[src/rtl/aes_key_expander_if.sv]
// +----------------------------------------------------------------------+
// | aes_key_expander_if                                                  |
// | Request / round-key stream bundle for the AES key expander.          |
// | Rev 1.0                                                              |
// +----------------------------------------------------------------------+
`default_nettype none

interface aes_key_expander_if;
  logic         in_valid;
  logic         in_ready;
  logic [1:0]   key_len;
  logic [255:0] key;
  logic         out_valid;
  logic         out_ready;
  logic [127:0] out_key;
  logic [3:0]   out_round;
  logic         out_last;
  logic         busy;
  logic         err;

  modport master (
    output in_valid, key_len, key, out_ready,
    input  in_ready, out_valid, out_key, out_round, out_last, busy, err
  );

  modport slave (
    input  in_valid, key_len, key, out_ready,
    output in_ready, out_valid, out_key, out_round, out_last, busy, err
  );
endinterface

`default_nettype wire

[src/rtl/aes_key_expander.sv]
// +----------------------------------------------------------------------+
// | aes_key_expander                                                     |
// | Streams AES-128/192/256 round keys, one 32-bit word per cycle.       |
// | Rev 1.0                                                              |
// +----------------------------------------------------------------------+
`default_nettype none

module aes_key_expander #(
  parameter bit EN_128 = 1'b1,
  parameter bit EN_192 = 1'b1
) (
  input  logic              clk,
  input  logic              rst,
  aes_key_expander_if.slave bus
);

  typedef enum logic [1:0] {
    S_IDLE  = 2'd0,
    S_GEN   = 2'd1,
    S_DRAIN = 2'd2
  } state_t;

  localparam logic [2047:0] c_SBOX = {
    128'h637c777bf26b6fc53001672bfed7ab76, 128'hca82c97dfa5947f0add4a2af9ca472c0,
    128'hb7fd9326363ff7cc34a5e5f171d83115, 128'h04c723c31896059a071280e2eb27b275,
    128'h09832c1a1b6e5aa0523bd6b329e32f84, 128'h53d100ed20fcb15b6acbbe394a4c58cf,
    128'hd0efaafb434d338545f9027f503c9fa8, 128'h51a3408f929d38f5bcb6da2110fff3d2,
    128'hcd0c13ec5f974417c4a77e3d645d1973, 128'h60814fdc222a908846eeb814de5e0bdb,
    128'he0323a0a4906245cc2d3ac629195e479, 128'he7c8376d8dd54ea96c56f4ea657aae08,
    128'hba78252e1ca6b4c6e8dd741f4bbd8b8a, 128'h703eb5664803f60e613557b986c11d9e,
    128'he1f8981169d98e949b1e87e9ce5528df, 128'h8ca1890dbfe6426841992d0fb054bb16
  };

  // Table is stored with entry 0x00 in the top byte.
  function automatic logic [7:0] sbox(input logic [7:0] a);
    sbox = c_SBOX[{~a, 3'b000} +: 8];
  endfunction

  function automatic logic [31:0] sub_word(input logic [31:0] w);
    sub_word = {sbox(w[31:24]), sbox(w[23:16]), sbox(w[15:8]), sbox(w[7:0])};
  endfunction

  state_t       r_state;
  logic [31:0]  r_win [0:7];
  logic [31:0]  r_asm [0:2];
  logic [3:0]   r_nk;
  logic [3:0]   r_nr;
  logic [5:0]   r_idx;
  logic [3:0]   r_kmod;
  logic [7:0]   r_rcon;
  logic [127:0] r_out_key;
  logic [3:0]   r_out_round;
  logic         r_out_valid;
  logic         r_out_last;
  logic         r_err;

  logic         w_accept;
  logic         w_len_ok;
  logic [3:0]   w_nk;
  logic [3:0]   w_nr;
  logic         w_stall;
  logic         w_gen;
  logic         w_load;
  logic         w_from_key;
  logic         w_use_rcon;
  logic         w_is_final;
  logic [2:0]   w_prev_sel;
  logic [31:0]  w_prev;
  logic [31:0]  w_t;
  logic [31:0]  w_new;
  logic [7:0]   w_rcon_next;

  assign w_accept = bus.in_valid && bus.in_ready;

  always_comb begin
    w_len_ok = 1'b0;
    w_nk     = 4'd8;
    w_nr     = 4'd14;
    case (bus.key_len)
      2'b00: begin w_len_ok = EN_128; w_nk = 4'd4; w_nr = 4'd10; end
      2'b01: begin w_len_ok = EN_192; w_nk = 4'd6; w_nr = 4'd12; end
      2'b10: begin w_len_ok = 1'b1;   w_nk = 4'd8; w_nr = 4'd14; end
      default: w_len_ok = 1'b0;
    endcase
  end

  // Only the word that completes a round key needs the output register free.
  assign w_stall    = r_out_valid && !bus.out_ready && (r_idx[1:0] == 2'd3);
  assign w_gen      = (r_state == S_GEN) && !w_stall;
  assign w_load     = w_gen && (r_idx[1:0] == 2'd3);
  assign w_from_key = (r_idx < {2'b00, r_nk});
  assign w_use_rcon = !w_from_key && (r_kmod == 4'd0);
  assign w_is_final = (r_idx == {r_nr, 2'b11});
  assign w_prev_sel = 3'(r_nk - 4'd1);
  assign w_prev     = r_win[w_prev_sel];

  always_comb begin
    w_t = w_prev;
    if (r_kmod == 4'd0)
      w_t = sub_word({w_prev[23:0], w_prev[31:24]}) ^ {r_rcon, 24'h000000};
    else if ((r_nk == 4'd8) && (r_kmod == 4'd4))
      w_t = sub_word(w_prev);
  end

  assign w_new       = w_from_key ? r_win[r_idx[2:0]] : (r_win[0] ^ w_t);
  assign w_rcon_next = {r_rcon[6:0], 1'b0} ^ (r_rcon[7] ? 8'h1b : 8'h00);

  always_ff @(posedge clk) begin
    if (!rst) begin
      r_state     <= S_IDLE;
      r_idx       <= 6'd0;
      r_kmod      <= 4'd0;
      r_rcon      <= 8'h01;
      r_nk        <= 4'd4;
      r_nr        <= 4'd10;
      r_out_key   <= 128'd0;
      r_out_round <= 4'd0;
      r_out_valid <= 1'b0;
      r_out_last  <= 1'b0;
      r_err       <= 1'b0;
    end else begin
      r_err <= 1'b0;
      case (r_state)
        S_IDLE: begin
          if (w_accept) begin
            if (w_len_ok) begin
              for (int k = 0; k < 8; k++)
                r_win[k] <= bus.key[255 - 32*k -: 32];
              r_nk    <= w_nk;
              r_nr    <= w_nr;
              r_idx   <= 6'd0;
              r_kmod  <= 4'd0;
              r_rcon  <= 8'h01;
              r_state <= S_GEN;
            end else begin
              r_err <= 1'b1;
            end
          end
        end
        S_GEN: begin
          if (w_gen) begin
            r_idx  <= r_idx + 6'd1;
            r_kmod <= (r_kmod == r_nk - 4'd1) ? 4'd0 : r_kmod + 4'd1;
            if (w_use_rcon)
              r_rcon <= w_rcon_next;
            // Window keeps w[i-Nk..i-1] in slots 0..Nk-1 once past the key words.
            if (!w_from_key) begin
              for (int k = 0; k < 7; k++)
                r_win[k] <= r_win[k + 1];
              r_win[w_prev_sel] <= w_new;
            end
            if (!w_load)
              r_asm[r_idx[1:0]] <= w_new;
            if (w_load && w_is_final)
              r_state <= S_DRAIN;
          end
        end
        S_DRAIN: begin
          if (r_out_valid && bus.out_ready && r_out_last)
            r_state <= S_IDLE;
        end
        default: r_state <= S_IDLE;
      endcase

      if (w_load) begin
        r_out_key   <= {r_asm[0], r_asm[1], r_asm[2], w_new};
        r_out_round <= r_idx[5:2];
        r_out_last  <= w_is_final;
        r_out_valid <= 1'b1;
      end else if (r_out_valid && bus.out_ready) begin
        r_out_valid <= 1'b0;
        r_out_last  <= 1'b0;
      end
    end
  end

  assign bus.in_ready  = rst && (r_state == S_IDLE);
  assign bus.busy      = rst && (r_state != S_IDLE);
  assign bus.out_valid = r_out_valid;
  assign bus.out_key   = r_out_key;
  assign bus.out_round = r_out_round;
  assign bus.out_last  = r_out_last;
  assign bus.err       = r_err;

endmodule

`default_nettype wire

[src/flat_wrapper.sv]
// flat-port wrapper written by rule: the top's interface ports become plain ports
module aes_key_expander_flat 
#(
  parameter bit EN_128 = 1'b1,
  parameter bit EN_192 = 1'b1
)
  (clk, rst, bus_in_valid, bus_key_len, bus_key, bus_out_ready, bus_in_ready, bus_out_valid, bus_out_key, bus_out_round, bus_out_last, bus_busy, bus_err);
  aes_key_expander_if bus_i ();
  input  logic clk;
  input  logic rst;
  input wire logic [$bits(bus_i.in_valid)-1:0] bus_in_valid;
  input wire logic [$bits(bus_i.key_len)-1:0] bus_key_len;
  input wire logic [$bits(bus_i.key)-1:0] bus_key;
  input wire logic [$bits(bus_i.out_ready)-1:0] bus_out_ready;
  output wire logic [$bits(bus_i.in_ready)-1:0] bus_in_ready;
  output wire logic [$bits(bus_i.out_valid)-1:0] bus_out_valid;
  output wire logic [$bits(bus_i.out_key)-1:0] bus_out_key;
  output wire logic [$bits(bus_i.out_round)-1:0] bus_out_round;
  output wire logic [$bits(bus_i.out_last)-1:0] bus_out_last;
  output wire logic [$bits(bus_i.busy)-1:0] bus_busy;
  output wire logic [$bits(bus_i.err)-1:0] bus_err;
  assign bus_i.in_valid = bus_in_valid;
  assign bus_i.key_len = bus_key_len;
  assign bus_i.key = bus_key;
  assign bus_i.out_ready = bus_out_ready;
  assign bus_in_ready = bus_i.in_ready;
  assign bus_out_valid = bus_i.out_valid;
  assign bus_out_key = bus_i.out_key;
  assign bus_out_round = bus_i.out_round;
  assign bus_out_last = bus_i.out_last;
  assign bus_busy = bus_i.busy;
  assign bus_err = bus_i.err;
  aes_key_expander #(.EN_128(EN_128), .EN_192(EN_192)) u_core (.clk(clk), .rst(rst), .bus(bus_i));
endmodule
[config.mk]
export PLATFORM = sky130hd
export DESIGN_NAME = aes_key_expander_flat
export DESIGN_NICKNAME = d
export VERILOG_FILES = /design/src/rtl/aes_key_expander_if.sv /design/src/rtl/aes_key_expander.sv /design/src/flat_wrapper.sv
export SDC_FILE = /design/constraint.sdc
export NUM_CORES = 2
export LEC_CHECK = 0
export ABC_CLOCK_PERIOD_IN_PS = 8100
export CORE_UTILIZATION = 38
export CTS_CLUSTER_SIZE = 14
export DETAILED_ROUTE_END_ITERATION = 16
export SLEW_MARGIN = 40
export SYNTH_ARGS = -nofsm -noshare
export SYNTH_HDL_FRONTEND = slang
export SYNTH_SLANG_ARGS = --single-unit
[constraint.sdc]
create_clock -name clk -period 8.1 [get_ports clk]
set_input_delay 1.215 -clock clk [delete_from_list [all_inputs] [get_ports clk]]
set_output_delay 1.215 -clock clk [all_outputs]
set_load 0.01 [all_outputs]
==> run_results.csv <==
group,metric,value,unit
run_status,outcome,"finished, final reports clean",
drt,wl_per_cell,32.67,um
clock_tree,clock_sinks,515,
worst_hold_path,hold_path.class,"register to register",
placed_design,gp_congestion,1.051,
drt,first_iter_violations,7074,
worst_setup_path,critPathArrivalTime,7.38,ns
final_layout,drive_gt1_frac,0.1074,
final_layout,nFillCells,10310,
sta,slew_viol_final,0,
global_routing,grt_max_degree,97,
placed_design,dpl_worst_slack,1.461,ns
drt,wl,202900,um
worst_setup_path,cp_num_buf_inv,5,
yosys,syn_inst,4626,
clock_tree,clock_path_buffers,3,
sta,slew_headroom,0.3194,
yosys,yosys.area.top_type,"edfxtp_1",
yosys,synth.area.top_cells,"edfxtp_1 (27%), nand2_1 (8.4%), dfxtp_1 (8.2%), mux4_2 (5.5%), o21ai_0 (3.6%)",
sta,period_needed,6.992,ns
floorplanning,num_io_pins,399,
yosys,synth_fa_ha_area_frac,0.02168,
sta,fin_setup_tns,0,ns
sta,fin_ws,1.108,ns
yosys,synthMuxAreaShare,0.09910,
worst_setup_path,critPathSlowestCell,"a21oi_1",
global_routing,grtUsageTotal,0.3665,
drt,final_antenna_net_count,0,
sta,finalSetupViolations,0,
pwr,p_per_area,192.7,mW/mm^2
yosys,ys.flop_type,"edfxtp_1",
floorplanning,num_rows,118,
worst_setup_path,cp_top_family,"compound AO/OA/AOI/OAI gates",
yosys,syn_nets,4957,
placed_design,dp_hpwl,143300,um
yosys,seq_area_frac_synth,0.3474,
clock_tree,post_cts_buffers,0,
pwr,peakVddDrop,169.9,uV
yosys,yosysWarnings,0,
sta,finalCritPeriodShare,0.8632,
final_layout,stdcell_area,0.04662,mm^2
yosys,ys_seq_elements,515,
worst_setup_path,cp_max_fo,38,
flow_run,maxCapViolCount,0,
clock_tree,clk_latency,0.71,ns
global_routing,grt_pass1_vias,38870,
placed_design,placed_cell_area,0.04456,mm^2
yosys,synth-edff-count,352,
sta,max_freq,143.0,MHz
yosys,synthArstFlopShare,0,
floorplanning,dieArea,0.1061,mm^2
drt,drc,0,
global_routing,antenna_found_initial,10,
clock_tree,cts-root-buf,"clkbuf_16",
final_layout,syn2layout_area_growth,17.08,%
floorplanning,start_util,0.3842,
yosys,avgSynthCellArea,8.609,um^2
final_layout,mostFrequentLayoutCell,"nand2_1",
drt,drtPass1Iterations,8,
final_layout,layout_common_cells,"nand2_1 (883), clkdlybuf4s50_1 (397), edfxtp_1 (352), a21oi_1 (284), o21ai_0 (284)",
worst_setup_path,endpoint_kind,"register",
clock_tree,cts_buffers,57,
clock_tree,cts.htree.levels,2,
yosys,synth_simple_gate_area_frac,0.1998,
drt,vias_per_cell,6.743,
clock_tree,cts_resized,0,
worst_setup_path,crit_chain,"inv_4 -> ha_4 -> buf_12 -> mux4_2 -> inv_1 -> ha_1 -> inv_1 -> nand2_1 -> a21o_1 -> a221oi_1 -> o211ai_1 -> a311oi_2 -> a21oi_1 -> xnor2_1 -> a21oi_1 -> inv_1",
worst_setup_path,crit_required,8.49,ns
sta,worst_slew_pin_slew,1.015,ns
worst_setup_path,slowest_delay,0.65,ns
clock_tree,clk_pin_slew,0.07,ns
pwr,leakagePower,16.19,nW
drt,num_vias,41880,
final_layout,nets,5106,
floorplanning,die_x,325.7,um
global_routing,grt_pass1_wl,287500,um
sta,holdWs,0.4520,ns
sta,rsz0062_at_grt,"no",
yosys,synth_top_area_frac,0.2654,
worst_setup_path,cp-start-kind,"register",
yosys,synth_compound_area_frac,0.2523,
sta,finalClockSkew,0.05667,ns
worst_setup_path,crit_type,"register to register",
worst_setup_path,cpMostUsedCell,"inv_1",
floorplanning,dieHeight,325.7,um
yosys,netlist_area,0.03982,mm^2
clock_tree,hold_buffers,0,
yosys,synth_top_family_by_area,"compound AO/OA/AOI/OAI gates",
floorplanning,core,0.1036,mm^2
yosys,synth_xor_area_frac,0.01351,
placed_design,io_buffers,398,
sta,finalHoldViolations,0,
yosys,synth.distinct_cells,124,
global_routing,grt-ovfl-total,0,
clock_tree,cts_tree,"built",
area by class of cell:
type / instances / area (um^2) / area share
sequential: 515 / 13850 / 0.2970
antenna: 7 / 17.52 / 0.0003757
tap: 1380 / 1727 / 0.03703
multi-input combinational: 3587 / 23540 / 0.5050
timing repair buffer: 544 / 5189 / 0.1113
clock inverter: 29 / 387.9 / 0.008319
inverter: 70 / 272.8 / 0.005850
clock buffer: 79 / 1642 / 0.03521
sequential cells by signal, indices dropped and copies added, names as in the netlist, named ones only:
name,cells
u_core.bus.out_key,128
u_core.r_asm,96
u_core.r_idx,6
u_core.bus.out_round,4
u_core.r_nk,3
u_core.r_rcon,8
u_core.r_win,256
u_core.r_nr,2
u_core.bus.err,1
u_core.r_kmod,4
u_core.bus.out_last,1
u_core.r_state,2
u_core.bus.out_valid,1
cells by family (layout without fill, tap and decap cells):
group,count (synthesis),count (layout)
other cells,0,7
fa+ha+maj,69,69
flops,515,515
mux,261,261
simple gates,1723,1723
compound gates,1476,1476
xor+xnor,58,58
buf+inv,524,722
worst paths after layout:
check                                 startpoint                             endpoint  slack, ns  cells after the start
max                  u_core.r_nk[1]$_SDFFE_PN0P_        u_core.r_asm[2][22]$_DFFE_PP_       1.11                     16
max reg2reg          u_core.r_nk[1]$_SDFFE_PN0P_        u_core.r_asm[2][22]$_DFFE_PP_       1.11                     16
min          u_core.bus.out_key[13]$_SDFFE_PN0P_  u_core.bus.out_key[13]$_SDFFE_PN0P_       0.45                      2
min reg2reg  u_core.bus.out_key[13]$_SDFFE_PN0P_  u_core.bus.out_key[13]$_SDFFE_PN0P_       0.45                      2
worst min-delay path: cells and delay by family (launching register included):
family	cells	cell delay, ns
flip-flops	1	0.31
AND/OR/NAND/NOR	2	0.10
Yosys cell counts, types with 62 or more instances:
cell / n
a211oi_1: 76
a21boi_0: 110
a21oi_1: 285
a31oi_1: 77
buf_2: 129
clkbuf_1: 233
dfxtp_1: 163
edfxtp_1: 352
ha_1: 69
inv_1: 64
mux2i_1: 115
mux4_2: 98
nand2_1: 891
nand2b_1: 76
nand3_1: 131
nor2_1: 221
nor3_1: 66
nor3b_1: 88
o211ai_1: 78
o21ai_0: 286
o21ai_1: 62
layer usage:
metal,up-vias,global-route usage,part of all wire
met5,-,0,0
met4,0,0.1718,0.056
met3,580,0.1013,0.13
met2,3374,0.5299,0.42
met1,20370,0.5035,0.40
li1,17560,-,-
report_power, final:
| group | internal (mW) | leakage (nW) | switching (mW) |
|---|---|---|---|
| Clock | 1.62 | 0.991 | 1.24 |
| Sequential | 2.90 | 4.55 | 0.0632 |
| Combinational | 1.00 | 10.6 | 2.15 |
| Total | 5.53 | 16.2 | 3.46 |
per-stage QoR:
stage / utilization / total power [mW] / cells
global route: 0.4498 / 9.172 / 6210
detailed placement: 0.4299 / 5.991 / 6095
global placement: 0.4294 / 6.050 / 6095
floorplan: - / 4.854 / 4626
CTS: 0.4495 / 8.828 / 6203
finish: 0.4499 / 8.985 / 6211
(Power assumes the default switching activity.)
